[src/rtl/pc_sequencer_pkg.sv]
// Shared CPU defines for the instruction-fetch path: default widths and
// the fetch sequencer state encodings.
package pc_sequencer_pkg;

    localparam int PCSEQ_ADDR_WIDTH  = 16;
    localparam int PCSEQ_INSTR_WIDTH = 16;

    typedef enum logic [2:0] {
        PCSEQ_IDLE   = 3'd0,
        PCSEQ_REQ    = 3'd1,
        PCSEQ_WAIT   = 3'd2,
        PCSEQ_DROP   = 3'd3,
        PCSEQ_HALTED = 3'd4
    } pcseq_state_e;

endpackage

[src/rtl/pc_sequencer.sv]
// Instruction-fetch sequencer: owns the PC, issues one imem read at a time
// and hands instructions to decode through a one-entry valid/ready buffer.
//
// state  | meaning
// IDLE   | first cycle after reset, no request yet
// REQ    | presenting pc to imem when the buffer is free and not halted
// WAIT   | one good request outstanding, response loads the buffer
// DROP   | one stale request outstanding, response is discarded
// HALTED | no new requests until halt drops; buffer still drains
module pc_sequencer
    import pc_sequencer_pkg::*;
#(
    parameter int                    ADDR_WIDTH  = PCSEQ_ADDR_WIDTH,
    parameter int                    INSTR_WIDTH = PCSEQ_INSTR_WIDTH,
    parameter logic [ADDR_WIDTH-1:0] RESET_PC    = '0
) (
    input  logic                   clk,
    input  logic                   rst,
    output logic                   imem_req_valid,
    input  logic                   imem_req_ready,
    output logic [ADDR_WIDTH-1:0]  imem_req_addr,
    input  logic                   imem_rsp_valid,
    input  logic [INSTR_WIDTH-1:0] imem_rsp_data,
    output logic                   instr_valid,
    output logic [INSTR_WIDTH-1:0] instr_data,
    output logic [ADDR_WIDTH-1:0]  instr_pc,
    input  logic                   instr_ready,
    input  logic                   redirect_valid,
    input  logic [ADDR_WIDTH-1:0]  redirect_target,
    input  logic                   halt
);

    pcseq_state_e           state_q, state_d;
    logic [ADDR_WIDTH-1:0]  pc_q, pc_d;
    logic [ADDR_WIDTH-1:0]  req_pc_q, req_pc_d;
    logic                   instr_valid_q, instr_valid_d;
    logic [INSTR_WIDTH-1:0] instr_data_q, instr_data_d;
    logic [ADDR_WIDTH-1:0]  instr_pc_q, instr_pc_d;

    logic         buf_free;
    logic         req_fire;
    pcseq_state_e resume_state;

    assign buf_free       = !instr_valid_q || instr_ready;
    assign imem_req_valid = (state_q == PCSEQ_REQ) && buf_free && !halt;
    assign imem_req_addr  = pc_q;
    assign req_fire       = imem_req_valid && imem_req_ready;
    assign resume_state   = halt ? PCSEQ_HALTED : PCSEQ_REQ;

    assign instr_valid = instr_valid_q;
    assign instr_data  = instr_data_q;
    assign instr_pc    = instr_pc_q;

    // State, PC and output buffer registers.
    always_ff @(posedge clk or posedge rst) begin
        if (rst) begin
            state_q       <= PCSEQ_IDLE;
            pc_q          <= RESET_PC;
            req_pc_q      <= RESET_PC;
            instr_valid_q <= 1'b0;
            instr_data_q  <= '0;
            instr_pc_q    <= '0;
        end else begin
            state_q       <= state_d;
            pc_q          <= pc_d;
            req_pc_q      <= req_pc_d;
            instr_valid_q <= instr_valid_d;
            instr_data_q  <= instr_data_d;
            instr_pc_q    <= instr_pc_d;
        end
    end

    // Next-state, PC update and buffer load/drain; redirect overrides all.
    always_comb begin
        state_d       = state_q;
        pc_d          = pc_q;
        req_pc_d      = req_pc_q;
        instr_valid_d = instr_valid_q;
        instr_data_d  = instr_data_q;
        instr_pc_d    = instr_pc_q;

        if (instr_valid_q && instr_ready) begin
            instr_valid_d = 1'b0;
        end

        if (redirect_valid) begin
            pc_d          = redirect_target;
            instr_valid_d = 1'b0;
            case (state_q)
                PCSEQ_IDLE:   state_d = resume_state;
                PCSEQ_REQ:    state_d = req_fire ? PCSEQ_DROP : PCSEQ_REQ;
                PCSEQ_WAIT:   state_d = imem_rsp_valid ? PCSEQ_REQ : PCSEQ_DROP;
                // A response arriving now is the last stale one; nothing
                // remains outstanding, so waiting in DROP would never end.
                PCSEQ_DROP:   state_d = imem_rsp_valid ? resume_state : PCSEQ_DROP;
                PCSEQ_HALTED: state_d = halt ? PCSEQ_HALTED : PCSEQ_REQ;
                default:      state_d = PCSEQ_IDLE;
            endcase
        end else begin
            case (state_q)
                PCSEQ_IDLE: begin
                    state_d = resume_state;
                end
                PCSEQ_REQ: begin
                    if (req_fire) begin
                        req_pc_d = pc_q;
                        pc_d     = pc_q + ADDR_WIDTH'(1);
                        state_d  = PCSEQ_WAIT;
                    end
                end
                PCSEQ_WAIT: begin
                    if (imem_rsp_valid) begin
                        instr_valid_d = 1'b1;
                        instr_data_d  = imem_rsp_data;
                        instr_pc_d    = req_pc_q;
                        state_d       = resume_state;
                    end
                end
                PCSEQ_DROP: begin
                    if (imem_rsp_valid) begin
                        state_d = resume_state;
                    end
                end
                PCSEQ_HALTED: begin
                    if (!halt) begin
                        state_d = PCSEQ_REQ;
                    end
                end
                default: begin
                    state_d = PCSEQ_IDLE;
                end
            endcase
        end
    end

endmodule

[config.mk]
export PLATFORM = sky130hd
export DESIGN_NAME = pc_sequencer
export DESIGN_NICKNAME = d
export VERILOG_FILES = /design/src/rtl/pc_sequencer_pkg.sv /design/src/rtl/pc_sequencer.sv
export SDC_FILE = /design/constraint.sdc
export NUM_CORES = 1
export LEC_CHECK = 0
export CORE_UTILIZATION = 43
export CTS_CLUSTER_DIAMETER = 80
export DETAILED_ROUTE_END_ITERATION = 6
export PLACE_DENSITY_LB_ADDON = 0.15
export SKIP_CTS_REPAIR_TIMING = 1
export SYNTH_ARGS = -nofsm -noshare
export SYNTH_HDL_FRONTEND = slang
export SYNTH_SLANG_ARGS = --single-unit
[constraint.sdc]
create_clock -name clk -period 2 [get_ports clk]
set_input_delay 0.4 -clock clk [delete_from_list [all_inputs] [get_ports clk]]
set_output_delay 0.4 -clock clk [all_outputs]
set_load 0.05 [all_outputs]
# Word level (Yosys, flattened, before mapping)
# Index checks and enable logic that the tools add are counted.
[word_totals] in_bits=39 out_inout_bits=50 ff_bits=68
[op_classes] addsub=1 n_bitwise=1 eq_ne=7 muxes=17 n_reduce_logical=16
[op_table] op="16-bit 2-to-1 mux" n=3
[op_table] op="3-bit case mux with 4 select lines" n=2
[op_table] op="3-bit 2-to-1 mux" n=6
[op_table] op="16-bit by 1-bit adder with 16-bit output, second input constant" n=1
[op_table] op="3-bit AND reduction" n=3
[op_table] op="3-bit by 2-bit == test with 1-bit output, second input constant" n=2
[op_table] op="3-bit inequality test, second input constant" n=2
[op_table] op="1-bit logical AND" n=4
[op_table] op="1-bit 2-to-1 mux" n=4
[op_table] op="2-bit 2-to-1 mux" n=2
[op_table] op="2-bit nonzero test" n=2
[op_table] op="2-bit OR reduction" n=2
[op_table] op="3-bit by 1-bit == test with 1-bit output, second input constant" n=1
[op_table] op="3-bit == test, second input constant" n=1
[op_table] op="3-bit zero test" n=1
[op_table] op="3-bit by 1-bit inequality test with 1-bit output, second input constant" n=1
[op_table] op="1-bit zero test" n=2
[op_table] op="2-bit AND reduction" n=1
[op_table] op="1-bit logical OR" n=1
[op_table] op="1-bit NOT" n=1

# Logic depth before layout (Yosys ltp)
[depth] ltp_word=8 ltp_mapped=6

# Least setup slack after synthesis
# No wires, ideal clock.
[synth_timing] kind="reg-to-output" from="reg state_q[2]" to="out imem_req_valid" path_stages_with_launch=3 setup_slack_ns=-0.351 arrival_ns=1.951 required_ns=1.600 path_cell_list="dfrtp_1 or3b_2 nor3_1"
[synth_between] elab_chain_cells=3
[synth_rtl] element="start: declaration" line="pc_sequencer.sv:33" source="pcseq_state_e state_q, state_d;"
[synth_rtl] element="start signal: assignment" line="pc_sequencer.sv:64" source="state_q <= state_d;"
[synth_rtl] element="3-bit by 1-bit == test with 1-bit output" line="pc_sequencer.sv:45" source="assign imem_req_valid = (state_q == PCSEQ_REQ) && buf_free && !halt;"
[synth_rtl] element="1-bit logical AND (2 in series)" line="pc_sequencer.sv:45"
[synth_rtl] element="end: declaration" line="pc_sequencer.sv:19" source="output logic imem_req_valid,"
# Every way passes these cells.

# Worst setup path in the final report
# Same ends and word-level chain as after synthesis.

==> results.rst <==
.. list-table::
   :header-rows: 1

   * - Metric
     - Value
   * - Outcome
     - finished, violations left
   * - Violated checks
     - negative setup slack
   * - Area delta synth->final
     - 45.4%
   * - Critical-path cell with the highest stage delay
     - dfrtp_2
   * - Slack of the worst reg-to-reg path
     - 0.26 ns
   * - Average wire per standard cell
     - 14.4 um
   * - Placeable Area
     - 0.00679 mm2
   * - Count of standard-cell rows
     - 30
   * - Post-synthesis cell area
     - 0.00303 mm2
   * - Pin count of the biggest net entering global routing
     - 69
   * - Peak fanout along the critical path
     - 7
   * - Final Non-Filler Cells
     - 459
   * - Die height
     - 86 um
   * - CP cell instances
     - or3b_4, nor3_4, buf_12
   * - Relative slew margins
     - 66.1%
   * - Post-route worst hold slack
     - 0.493 ns
   * - Share of flip-flops with an asynchronous set or reset
     - 100%
   * - Share of synthesized area spent on multiplexers
     - 18.8%
   * - Wire length of the first global-routing pass
     - 10500 um
   * - Tightest Pin Transition
     - 0.507 ns
   * - Antenna violations before repair
     - 0
   * - Number of standard cells after synthesis
     - 248
   * - Total DRC errors in the routed layout
     - 0
   * - Via count of the first global-routing pass
     - 2203
   * - Adder-cell share of the synthesized area
     - 0.412%
   * - Net switching power of the design
     - 2.41 mW
   * - Data required time of the worst path
     - 1.60 ns
   * - Crit path kind
     - flop to output port
   * - # port buffers
     - 88
   * - Clk network pwr share
     - 20.8%
   * - Total power consumption of the routed design
     - 6.11 mW
   * - Area of the die
     - 0.00740 mm2
   * - Net Count, Synth
     - 288
   * - Horiz. Die Dim
     - 86 um
   * - Total detailed-routing wirelength
     - 6610 um
   * - Seq pwr share
     - 35.2%
   * - Initial Util
     - 44.7%
   * - Number of synthesized flops with an enable pin
     - 0
   * - Delay of the slowest critical-path stage
     - 0.45 ns
   * - Library cell used as clock root buffer
     - clkbuf_8
   * - Storage element area
     - 0.00170 mm2
   * - Yosys warning count
     - 0
   * - Number of buffers added by the clock tree synthesis step
     - 9
   * - Power per cell area
     - 1390 mW/mm2
   * - Unique cell type count in the Yosys netlist
     - 40
   * - Crit start category
     - flop
   * - Count of placed standard cells including taps
     - 443
   * - Main combinational cell family by area after synthesis
     - multiplexers
   * - Clock latency on the worst-skew pair
     - 0.34 ns
   * - Dpl hpwl
     - 4560 um
   * - Maximum Capacitance Violations
     - 0
   * - FF+latch count, synth
     - 68
   * - Residual antenna-violating net count after detailed routing
     - 0
   * - Clock transition at the register clock pins on the worst setup and hold paths after CTS
     - 0.08 ns
   * - Area used by multi-input combinational logic
     - 0.00128 mm2
   * - Fraction of power consumed by combinational cells
     - 44.0%
   * - Number of max-slew violations in the final report
     - 0
   * - Worst setup margin
     - -0.0438 ns
   * - Max rail drop VDD
     - 0.713 mV
   * - Top achievable clock speed
     - 489 MHz
   * - Simple-gate share of the synthesized area
     - 13.2%
   * - Routed via count
     - 2359
   * - Static leakage
     - 1.90 nW
   * - Antenna diode count
     - 0
   * - Fraction of synthesized cell area in xor and xnor cells
     - 1.15%
   * - Worst clock skew
     - 0.00654 ns
   * - Share of the yosys chip area belonging to registers
     - 56.1%
   * - Worst min path class
     - input port to async pin
   * - Endpoints failing setup
     - 1
   * - Arrival time of the worst setup path
     - 1.64 ns
   * - First-pass iteration count of the detailed router
     - 4
   * - Post-layout minimum cycle time
     - 2.04 ns
   * - Placer Congestion
     - 0.792
   * - Number of inserted filler cells in the final layout
     - 544
   * - Overall fraction of global-route tracks in use
     - 18.5%
   * - Maximum level of the CTS H-tree
     - 3
   * - Category of the worst setup path capture point
     - output port
   * - Grt total ovfl
     - 0
   * - P_int
     - 3.70 mW
   * - Share of the synthesized area in compound gates (AO/OA/AOI/OAI)
     - 7.88%
   * - Total count of hold-check failures in the final report
     - 0
   * - Final net count
     - 398
   * - Main synth FF type
     - dfrtp_1
   * - Number of DRC markers in iteration 0
     - 83
   * - Synthesized area per cell
     - 12.2 um2
   * - CTS sink cnt
     - 68
   * - Switching Share
     - 39.4%
   * - Layout cells sized above 1
     - 30.6%
   * - Setup repair after global routing missed its margin
     - yes
   * - Clock tree from TritonCTS
     - built
   * - Final cycle utilization of the critical path
     - 102%
   * - Max Buffers Root-to-Sink
     - 2
   * - Number of I/O pins
     - 89
   * - Routed vias/inst
     - 5.14
-- area by class of cell --
cell class | count | area share (%)
Tap cell | 96 | 2.72
Multi-Input combinational cell | 164 | 29.0
Sequential cell | 68 | 38.6
Clock buffer | 11 | 3.20
Clock inverter | 5 | 1.90
Timing Repair Buffer | 111 | 24.1
Inverter | 4 | 0.425
-- placed cells by master (no fill, tap or decap), types with 2 or more instances in the layout --
master	instances
a21o_1	2
a21oi_1	4
a31oi_1	8
and3_1	3
and4_1	3
buf_12	3
buf_4	34
bufinv_16	2
clkbuf_8	10
clkdlybuf4s50_1	71
clkinvlp_4	3
dfrtp_1	66
dfrtp_2	2
dlymetal6s2s_1	3
inv_1	3
mux2_2	49
mux2i_1	2
nand2_1	17
nand2b_1	2
nand3_1	11
nand4_1	3
nor2_1	10
nor2b_1	2
nor3_1	2
o211ai_1	2
o21ai_0	10
o31ai_1	5
or3_1	4
or4_1	6
xor2_1	3
-- synth_stat cells (all sizes together), types with 3 or more instances --
library cell  count  area (um2)
nand4             3        18.8
nor3              3        15.0
dfrtp            68        1700
nand3            11        55.1
nor2             11        43.8
a21oi             4        20.0
and4              3        26.3
and3              3        18.8
o21ai            10        50.1
buf               5        32.5
a31oi             8        50.1
clkbuf            7        26.3
o31ai             5        37.5
or4               6        45.0
nand2            17        63.8
inv               4        15.0
xor2              3        26.3
or3               4        25.0
mux2             49         552
-- path summary, 6_finish.rpt --
kind | from | to | cells past startpoint
worst max register to register | state_q[2]$_DFFE_PP0P_ | instr_pc[4]$_DFFE_PP0P_ | 4
max in group asynchronous | rst | req_pc_q[1]$_DFFE_PP0P_ | 3
worst max-delay path | state_q[2]$_DFFE_PP0P_ | imem_req_valid | 3
min in group clk | instr_pc[11]$_DFFE_PP0P_ | instr_pc[11]$_DFFE_PP0P_ | 1
worst min register to register | instr_pc[11]$_DFFE_PP0P_ | instr_pc[11]$_DFFE_PP0P_ | 1
worst min-delay path | rst | instr_data[2]$_DFFE_PP0P_ | 3
-- routing by layer --
metal  global-route usage [%]  up-vias  part of all wire (%)
met5                        0        -                     0
met4                     6.36        0                   1.4
met3                     5.00        9                   5.7
met2                     28.6       78                    46
met1                     25.3     1131                    47
li1                         -     1141                     -
-- power by group through the flow --
stage / Sequential, mW / Combinational (mW) / Clock, mW
CTS: 2.15 / 2.68 / 1.31
floorplan: 3.17 / 0.735 / 0
global route: 2.22 / 2.82 / 1.38
finish: 2.15 / 2.69 / 1.27
detailed placement: 2.18 / 2.67 / 0
global placement: 2.15 / 2.63 / 0
-- through the flow --
stage / cell area, um2 / TNS (ns) / worst slack [ns] / utilization (%)
floorplan: 3040 / 0 / 0.0617 / -
global placement: 4170 / -2.60 / -0.0907 / 61.4
detailed placement: 4170 / -2.94 / -0.131 / 61.4
CTS: 4390 / -0.222 / -0.138 / 64.7
global route: 4410 / -0.0907 / -0.0907 / 65.0
finish: 4410 / -0.0438 / -0.0438 / 65.0
-- cell families after synthesis --
| kind of cell | after synthesis |
|---|---|
| xor+xnor | 4 |
| compound gates | 37 |
| flops | 68 |
| mux | 51 |
| simple gates | 71 |
| fa+ha+maj | 1 |
| buf+inv | 16 |
-- sequential cells by signal, summed over array words and instances, names as in the netlist --
name and count:
instr_valid 1, instr_pc 16, req_pc_q 16, state_q 3, instr_data 16, imem_req_addr 16
-- critical path: cells and delay by family (launching register included) --
family | cells | cell delay [ns]
buffers and inverters | 1 | 0.17
flip-flops | 1 | 0.45
AND/OR/NAND/NOR | 2 | 0.68
Power figures use the tool's default switching activity.
